--- src/rtl/multiphase_clock_gen_pkg.sv ---
// Shared types and helpers for the multiphase clock generator.
// Optional single-step start is enabled with macro CLKGEN_STEP_EN.
package clkgen_pkg;

  typedef enum logic [1:0] {
    IDLE   = 2'd0,
    GAP    = 2'd1,
    ACTIVE = 2'd2
  } clkgen_state_e;

  localparam int MAX_PHASES = 8;
  localparam int IDX_W      = $clog2(MAX_PHASES);

  // Zero-length slots are stretched to one cycle so every window is real.
  function automatic logic [31:0] sat1(input logic [31:0] x);
    return (x == 32'd0) ? 32'd1 : x;
  endfunction

endpackage

--- src/rtl/multiphase_clock_gen_if.sv ---
// Control and phase-output bundle of the multiphase clock generator.
interface multiphase_clock_gen_if #(
  parameter int NUM_PHASES = 2,
  parameter int CNT_W      = 4
);
  logic                  RUN;
  logic [CNT_W-1:0]      PH_WIDTH;
  logic [CNT_W-1:0]      GAP_WIDTH;
  logic                  STEP;
  logic [NUM_PHASES-1:0] PH;
  logic                  DEBUG;
  logic                  O_S;
  logic                  CYC_END;
  logic                  BUSY;

  modport master (
    output RUN, PH_WIDTH, GAP_WIDTH, STEP,
    input  PH, DEBUG, O_S, CYC_END, BUSY
  );

  modport slave (
    input  RUN, PH_WIDTH, GAP_WIDTH, STEP,
    output PH, DEBUG, O_S, CYC_END, BUSY
  );
endinterface

--- src/rtl/multiphase_clock_gen_slot_timer.sv ---
// Loadable down-counter timing one gap or active slot.
module clkgen_slot_timer #(
  parameter int CNT_W = 4
) (
  input  logic             clk,
  input  logic             rst_n,
  input  logic             load,
  input  logic [CNT_W-1:0] load_val,
  output logic             done
);
  logic [CNT_W-1:0] cnt_q, cnt_d;

  // Load on slot entry, otherwise count down and park at zero.
  always_comb begin
    cnt_d = cnt_q;
    if (load)                    cnt_d = load_val;
    else if (cnt_q != '0)        cnt_d = cnt_q - 1'b1;
  end

  // Counter register.
  always_ff @(posedge clk or negedge rst_n) begin
    if (!rst_n) cnt_q <= '0;
    else        cnt_q <= cnt_d;
  end

  assign done = (cnt_q == '0);
endmodule

--- src/rtl/multiphase_clock_gen.sv ---
// Multiphase non-overlapping clock generator: NUM_PHASES one-hot phase
// enables separated by programmable gaps. Macro CLKGEN_STEP_EN adds a
// single-major-cycle start from IDLE via STEP.
module multiphase_clock_gen
  import clkgen_pkg::*;
#(
  parameter int NUM_PHASES = 2,
  parameter int CNT_W      = 4,
  parameter int DEF_RUN    = 1
) (
  input  logic                   CLK,
  input  logic                   RST_N,
  multiphase_clock_gen_if.slave  bus
);
  if (NUM_PHASES < 2 || NUM_PHASES > MAX_PHASES || DEF_RUN != 1) begin : g_bad_cfg
    $error("multiphase_clock_gen: unsupported parameter set");
  end

  localparam logic [IDX_W-1:0] LAST_IDX = IDX_W'(NUM_PHASES - 1);

  clkgen_state_e         state_q, state_d;
  logic [IDX_W-1:0]      idx_q, idx_d;
  logic [CNT_W-1:0]      g_q, g_d, w_q, w_d;
  logic [NUM_PHASES-1:0] ph_q, ph_d;
  logic                  dbg_q, dbg_d, os_q, os_d, ce_q, ce_d;
  logic                  load, done, start;
  logic [CNT_W-1:0]      load_val, g_in, w_in;

  assign g_in = CNT_W'(sat1(32'(bus.GAP_WIDTH)));
  assign w_in = CNT_W'(sat1(32'(bus.PH_WIDTH)));

`ifdef CLKGEN_STEP_EN
  // Only consulted in IDLE, so STEP while busy has no effect.
  assign start = bus.RUN | bus.STEP;
`else
  assign start = bus.RUN;
`endif

  clkgen_slot_timer #(.CNT_W(CNT_W)) u_timer (
    .clk      (CLK),
    .rst_n    (RST_N),
    .load     (load),
    .load_val (load_val),
    .done     (done)
  );

  // Next state, slot loads and registered output values.
  always_comb begin
    state_d  = state_q;
    idx_d    = idx_q;
    g_d      = g_q;
    w_d      = w_q;
    os_d     = os_q;
    ce_d     = 1'b0;
    load     = 1'b0;
    load_val = '0;
    case (state_q)
      IDLE: if (start) begin
        state_d  = GAP;
        idx_d    = '0;
        g_d      = g_in;
        w_d      = w_in;
        load     = 1'b1;
        load_val = g_in - 1'b1;
      end
      GAP: if (done) begin
        state_d  = ACTIVE;
        load     = 1'b1;
        load_val = w_q - 1'b1;
        os_d     = ~os_q;
      end
      ACTIVE: if (done) begin
        if (idx_q != LAST_IDX) begin
          state_d  = GAP;
          idx_d    = idx_q + 1'b1;
          load     = 1'b1;
          load_val = g_q - 1'b1;
        end else begin
          ce_d  = 1'b1;
          idx_d = '0;
          if (bus.RUN) begin
            // Major-cycle boundary: pick up new widths here only.
            state_d  = GAP;
            g_d      = g_in;
            w_d      = w_in;
            load     = 1'b1;
            load_val = g_in - 1'b1;
          end else begin
            state_d = IDLE;
          end
        end
      end
      default: state_d = IDLE;
    endcase
    ph_d  = (state_d == ACTIVE) ? (NUM_PHASES'(1) << idx_d) : '0;
    dbg_d = (state_d == GAP);
  end

  // State and output registers; reset drops PH at once.
  always_ff @(posedge CLK or negedge RST_N) begin
    if (!RST_N) begin
      state_q <= IDLE;
      idx_q   <= '0;
      g_q     <= CNT_W'(1);
      w_q     <= CNT_W'(1);
      ph_q    <= '0;
      dbg_q   <= 1'b0;
      os_q    <= 1'b1;
      ce_q    <= 1'b0;
    end else begin
      state_q <= state_d;
      idx_q   <= idx_d;
      g_q     <= g_d;
      w_q     <= w_d;
      ph_q    <= ph_d;
      dbg_q   <= dbg_d;
      os_q    <= os_d;
      ce_q    <= ce_d;
    end
  end

  assign bus.PH      = ph_q;
  assign bus.DEBUG   = dbg_q;
  assign bus.O_S     = os_q;
  assign bus.CYC_END = ce_q;
  assign bus.BUSY    = (state_q != IDLE);
endmodule

--- src/flat_wrapper.sv ---
// flat-port wrapper written by rule: the top's interface ports become plain ports
module multiphase_clock_gen_flat import clkgen_pkg::*;
#(
  parameter int NUM_PHASES = 2,
  parameter int CNT_W      = 4,
  parameter int DEF_RUN    = 1
)
  (CLK, RST_N, bus_RUN, bus_PH_WIDTH, bus_GAP_WIDTH, bus_STEP, bus_PH, bus_DEBUG, bus_O_S, bus_CYC_END, bus_BUSY);
  multiphase_clock_gen_if #(.NUM_PHASES(NUM_PHASES), .CNT_W(CNT_W)) bus_i ();
  input  logic CLK;
  input  logic RST_N;
  input wire logic [$bits(bus_i.RUN)-1:0] bus_RUN;
  input wire logic [$bits(bus_i.PH_WIDTH)-1:0] bus_PH_WIDTH;
  input wire logic [$bits(bus_i.GAP_WIDTH)-1:0] bus_GAP_WIDTH;
  input wire logic [$bits(bus_i.STEP)-1:0] bus_STEP;
  output wire logic [$bits(bus_i.PH)-1:0] bus_PH;
  output wire logic [$bits(bus_i.DEBUG)-1:0] bus_DEBUG;
  output wire logic [$bits(bus_i.O_S)-1:0] bus_O_S;
  output wire logic [$bits(bus_i.CYC_END)-1:0] bus_CYC_END;
  output wire logic [$bits(bus_i.BUSY)-1:0] bus_BUSY;
  assign bus_i.RUN = bus_RUN;
  assign bus_i.PH_WIDTH = bus_PH_WIDTH;
  assign bus_i.GAP_WIDTH = bus_GAP_WIDTH;
  assign bus_i.STEP = bus_STEP;
  assign bus_PH = bus_i.PH;
  assign bus_DEBUG = bus_i.DEBUG;
  assign bus_O_S = bus_i.O_S;
  assign bus_CYC_END = bus_i.CYC_END;
  assign bus_BUSY = bus_i.BUSY;
  multiphase_clock_gen #(.NUM_PHASES(NUM_PHASES), .CNT_W(CNT_W), .DEF_RUN(DEF_RUN)) u_core (.CLK(CLK), .RST_N(RST_N), .bus(bus_i));
endmodule
--- config.mk ---
export PLATFORM = sky130hd
export DESIGN_NAME = multiphase_clock_gen_flat
export DESIGN_NICKNAME = d
export VERILOG_FILES = /design/src/rtl/multiphase_clock_gen_pkg.sv /design/src/rtl/multiphase_clock_gen_if.sv /design/src/rtl/multiphase_clock_gen_slot_timer.sv /design/src/rtl/multiphase_clock_gen.sv /design/src/flat_wrapper.sv
export SDC_FILE = /design/constraint.sdc
export NUM_CORES = 1
export LEC_CHECK = 0
export BUFFER_PORTS_ARGS = -buffer_cell sky130_fd_sc_hd__buf_2
export CELL_PAD_IN_SITES_DETAIL_PLACEMENT = 1
export CELL_PAD_IN_SITES_GLOBAL_PLACEMENT = 1
export CORE_MARGIN = 5
export CORE_UTILIZATION = 39
export DETAILED_ROUTE_END_ITERATION = 8
export GPL_ROUTABILITY_DRIVEN = 1
export PLACE_DENSITY = 0.8
export SYNTH_ARGS = -nofsm -noshare
export SYNTH_HDL_FRONTEND = slang
export SYNTH_SLANG_ARGS = --single-unit
--- constraint.sdc ---
create_clock -name CLK -period 1.85 [get_ports CLK]
set_input_delay 0 -clock CLK [delete_from_list [all_inputs] [get_ports CLK]]
set_output_delay 0 -clock CLK [all_outputs]
set_load 0.02 [all_outputs]
==> results.tsv <==
metric	value	unit
status	finished with violations	
violations	negative setup slack	
grt_pass1_vias	1273	
powerDensity	1550	mW/mm^2
cts.clk_slew.worst_paths	0.12	ns
startpoint_type	register	
layout.nets	190	
syn_area_per_cell	10.2	sq um
busiest_layer	met2	
synthCells	125	
final_core_util	0.584	
path_cells	inv_2 > ha_4 > or3b_4 > or4_4 > o21ai_2 > a311oi_2 > mux2i_1	
wirelength	3670	um
cts_htree_levels	1	
root_buffer	clkbuf_4	
final_layout_size_suffix_gt1_frac	0.468	
numPortBuffers	16	
vias	1161	
crit_required	2.10	ns
synthFlopType	dfrtp_1	
crit_fanout	7	
grt_pass1_wl	6030	um
drt_iter0_markers	23	
irDropWorstVdd	0.704	mV
viasPerCell	5.35	
worst_setup_path_end_kind	register	
synth-warning-count	0	
place.gp.congestion	0.749	
fin_ws	-0.107	ns
async_flop_share	1.00	
dp_hpwl	2540	um
synth_seq_cells	22	
grt.total_usage	0.178	
hold_violations	0	
worst-path-buf-inv	1	
p_leak	0.842	nW
antennaDiodeCount	0	
io_pins	18	
rows	20	
cap_violations	0	
core_area	0.00310	sq mm
critical_path.top_delay_family	simple AND/OR/NAND/NOR gates	
path_class	reg -> reg	
use_met2	0.320	
dieArea	0.00453	sq mm
finClkSkew	0.00233	ns
die_h	67.3	um
total_power	2.82	mW
synth_top_cell_by_area	dfrtp_1	
rsz0062_at_grt	yes	
grt_overflow	0	
cts_buffers	3	
synth_area_leaders	dfrtp_1, dfstp_2, mux2_4	
hold_path.class	in -> reg	
cp_slowest_cell	or4_4	
worst_pin_slew	0.568	ns
antenna_found_initial	0	
initial_utilization	0.413	
maxSlewViolCount	0	
synth_edf_count	0	
grt_max_degree	23	
clock_sinks	22	
cp.arrival	2.21	ns
yosysTopAreaCellShare	0.371	
cts_tree	built	
drc	0	
timing.fmax	511	MHz
use_met3	0.0266	
netlist-cell-type-count	38	
syn_to_final_growth	41.5	%
syn-cell-area	0.00128	sq mm
dr.pass1.iters	3	
wl_per_cell	16.9	um
setup_viol	12	
clockBufferDepth	2	
grtUsageMet1	0.202	
cp_slowest_stage_delay	0.55	ns
fp.dieW	67.3	um
yosysSeqAreaShare	0.433	
syn-num-nets	141	
fin_crit	1.96	ns
max_slew_margin	0.616	
ant_nets	0	
timing.final.crit_share	1.06	
clk_latency	0.32	ns
[path summary, 6_finish.rpt]
kind | startpoint | slack [ns] | cells past startpoint | end
setup / recovery | u_core.u_timer.cnt_q[1]$_DFFE_PN0P_ | -0.11 | 7 | u_core.u_timer.cnt_q[3]$_DFFE_PN0P_
hold / removal | bus_GAP_WIDTH[0] | 0.01 | 3 | u_core.g_q[0]$_DFFE_PN1P_
setup reg to reg | u_core.u_timer.cnt_q[1]$_DFFE_PN0P_ | -0.11 | 7 | u_core.u_timer.cnt_q[3]$_DFFE_PN0P_
hold reg to reg | u_core.bus.O_S$_DFFE_PN1P_ | 0.50 | 1 | u_core.bus.O_S$_DFFE_PN1P_
max in group asynchronous | RST_N | 1.32 | 2 | u_core.w_q[0]$_DFFE_PN1P_
min in group asynchronous | RST_N | 0.17 | 2 | u_core.bus.DEBUG$_DFF_PN0_
[cells by family (layout without fill, tap and decap cells)]
| logic type | count (synthesis) | count (layout) | synth area share |
|---|---|---|---|
| XOR/XNOR | 7 | 7 | 0.0479 |
| multiplexers | 10 | 10 | 0.0967 |
| flip-flops | 22 | 22 | 0.433 |
| AO/OA/AOI/OAI | 28 | 28 | 0.151 |
| AND/OR/NAND/NOR | 40 | 41 | 0.168 |
| adder cells (fa/ha/maj) | 4 | 4 | 0.0391 |
| buffers and inverters | 14 | 61 | 0.0644 |
[synth_stat cells, drive strengths merged (2+ instances only)]
library cell / number
nor2: 6
a21oi: 7
nor3: 6
mux2: 7
nand3: 5
o21ai: 8
mux2i: 3
or2b: 2
inv: 9
o311a: 2
nor2b: 2
dfrtp: 19
nand2: 9
dfstp: 3
ha: 4
or3b: 2
o32a: 2
buf: 5
or2: 2
xnor2: 6
o22ai: 2
[final cells by class]
cell class,instances,area (sq um)
inverter,9,33.8
sequential,22,554
tap,44,55.1
multi-input combinational,90,778
fill,344,1290
timing repair buffer,48,355
clock buffer,4,36.3
[routing by layer]
metal  part of all wire  vias to the layer above
met1               0.41                      587
met3              0.022                        9
li1                   -                      543
met4              0.025                        0
met5                  0                        -
met2               0.54                       22
[placed cells by master, fill, tap and decap left out, types with 2 or more instances in the layout]
master         Yosys  final
a21oi_1            7      6
buf_2              0     16
buf_4              2     20
buf_6              3      4
clkbuf_4           0      3
dfrtp_1           19     19
dfstp_2            3      3
dlygate4sd3_1      0      8
ha_1               4      3
inv_1              9      7
inv_2              0      2
mux2_2             3      2
mux2_4             4      5
mux2i_1            3      3
nand2_1            8      6
nand2_2            1      2
nand3_1            5      3
nand3_2            0      2
nor2_1             6      5
nor2b_1            2      2
nor3_1             6      5
o21ai_0            8      4
o21ai_2            0      3
o311a_1            2      2
o32a_1             2      2
or2b_1             2      2
or3b_4             0      2
xnor2_1            6      6
[metrics by stage]
stage	TNS [ns]	instances	instance area, sq um	hold slack [ns]	setup slack [ns]
3_5_place_dp	-2.24	199	1530	0.000702	-0.225
6_report	-0.597	217	1810	0.0114	-0.107
3_3_place_gp	-1.19	199	1530	-0.0100	-0.134
4_1_cts	-0.761	216	1730	0.00799	-0.125
2_1_floorplan	-0.914	125	1310	-0.296	-0.121
5_1_grt	-1.46	217	1810	0.0413	-0.166
[worst register-to-register path, cell delays in order, from the launching register on]
cell      delay [ns]
dfrtp_1         0.43
inv_2           0.08
ha_4            0.12
or3b_4          0.42
or4_4           0.55
o21ai_2         0.08
a311oi_2        0.06
mux2i_1         0.14
[report_power, final]
| part | total (mW) | internal [mW] | switching [mW] |
|---|---|---|---|
| Clock | 0.274 | 0.120 | 0.153 |
| Sequential | 0.863 | 0.690 | 0.173 |
| Combinational | 1.68 | 0.881 | 0.800 |
| Total | 2.82 | 1.69 | 1.13 |
[registers in the layout (all words and copies together) (netlist names)]
name / count
u_core.bus.O_S: 1
u_core.g_q: 4
u_core.idx_q: 3
u_core.state_q: 2
u_core.u_timer.cnt_q: 4
u_core.bus.DEBUG: 1
u_core.w_q: 4
u_core.bus.CYC_END: 1
u_core.bus.PH: 2
[timing repair]
item | 4_1_cts | 5_1_grt
buffers inserted | 4 | 1
hold endpoints to repair | 29 | 0
gates cloned | 1 | 0
hold buffers | 8 | 0
setup endpoints to repair | 16 | 16
pin swaps | 7 | 3
gates resized for setup | 14 | 19
No activity file was read; power rests on OpenSTA's default activity.
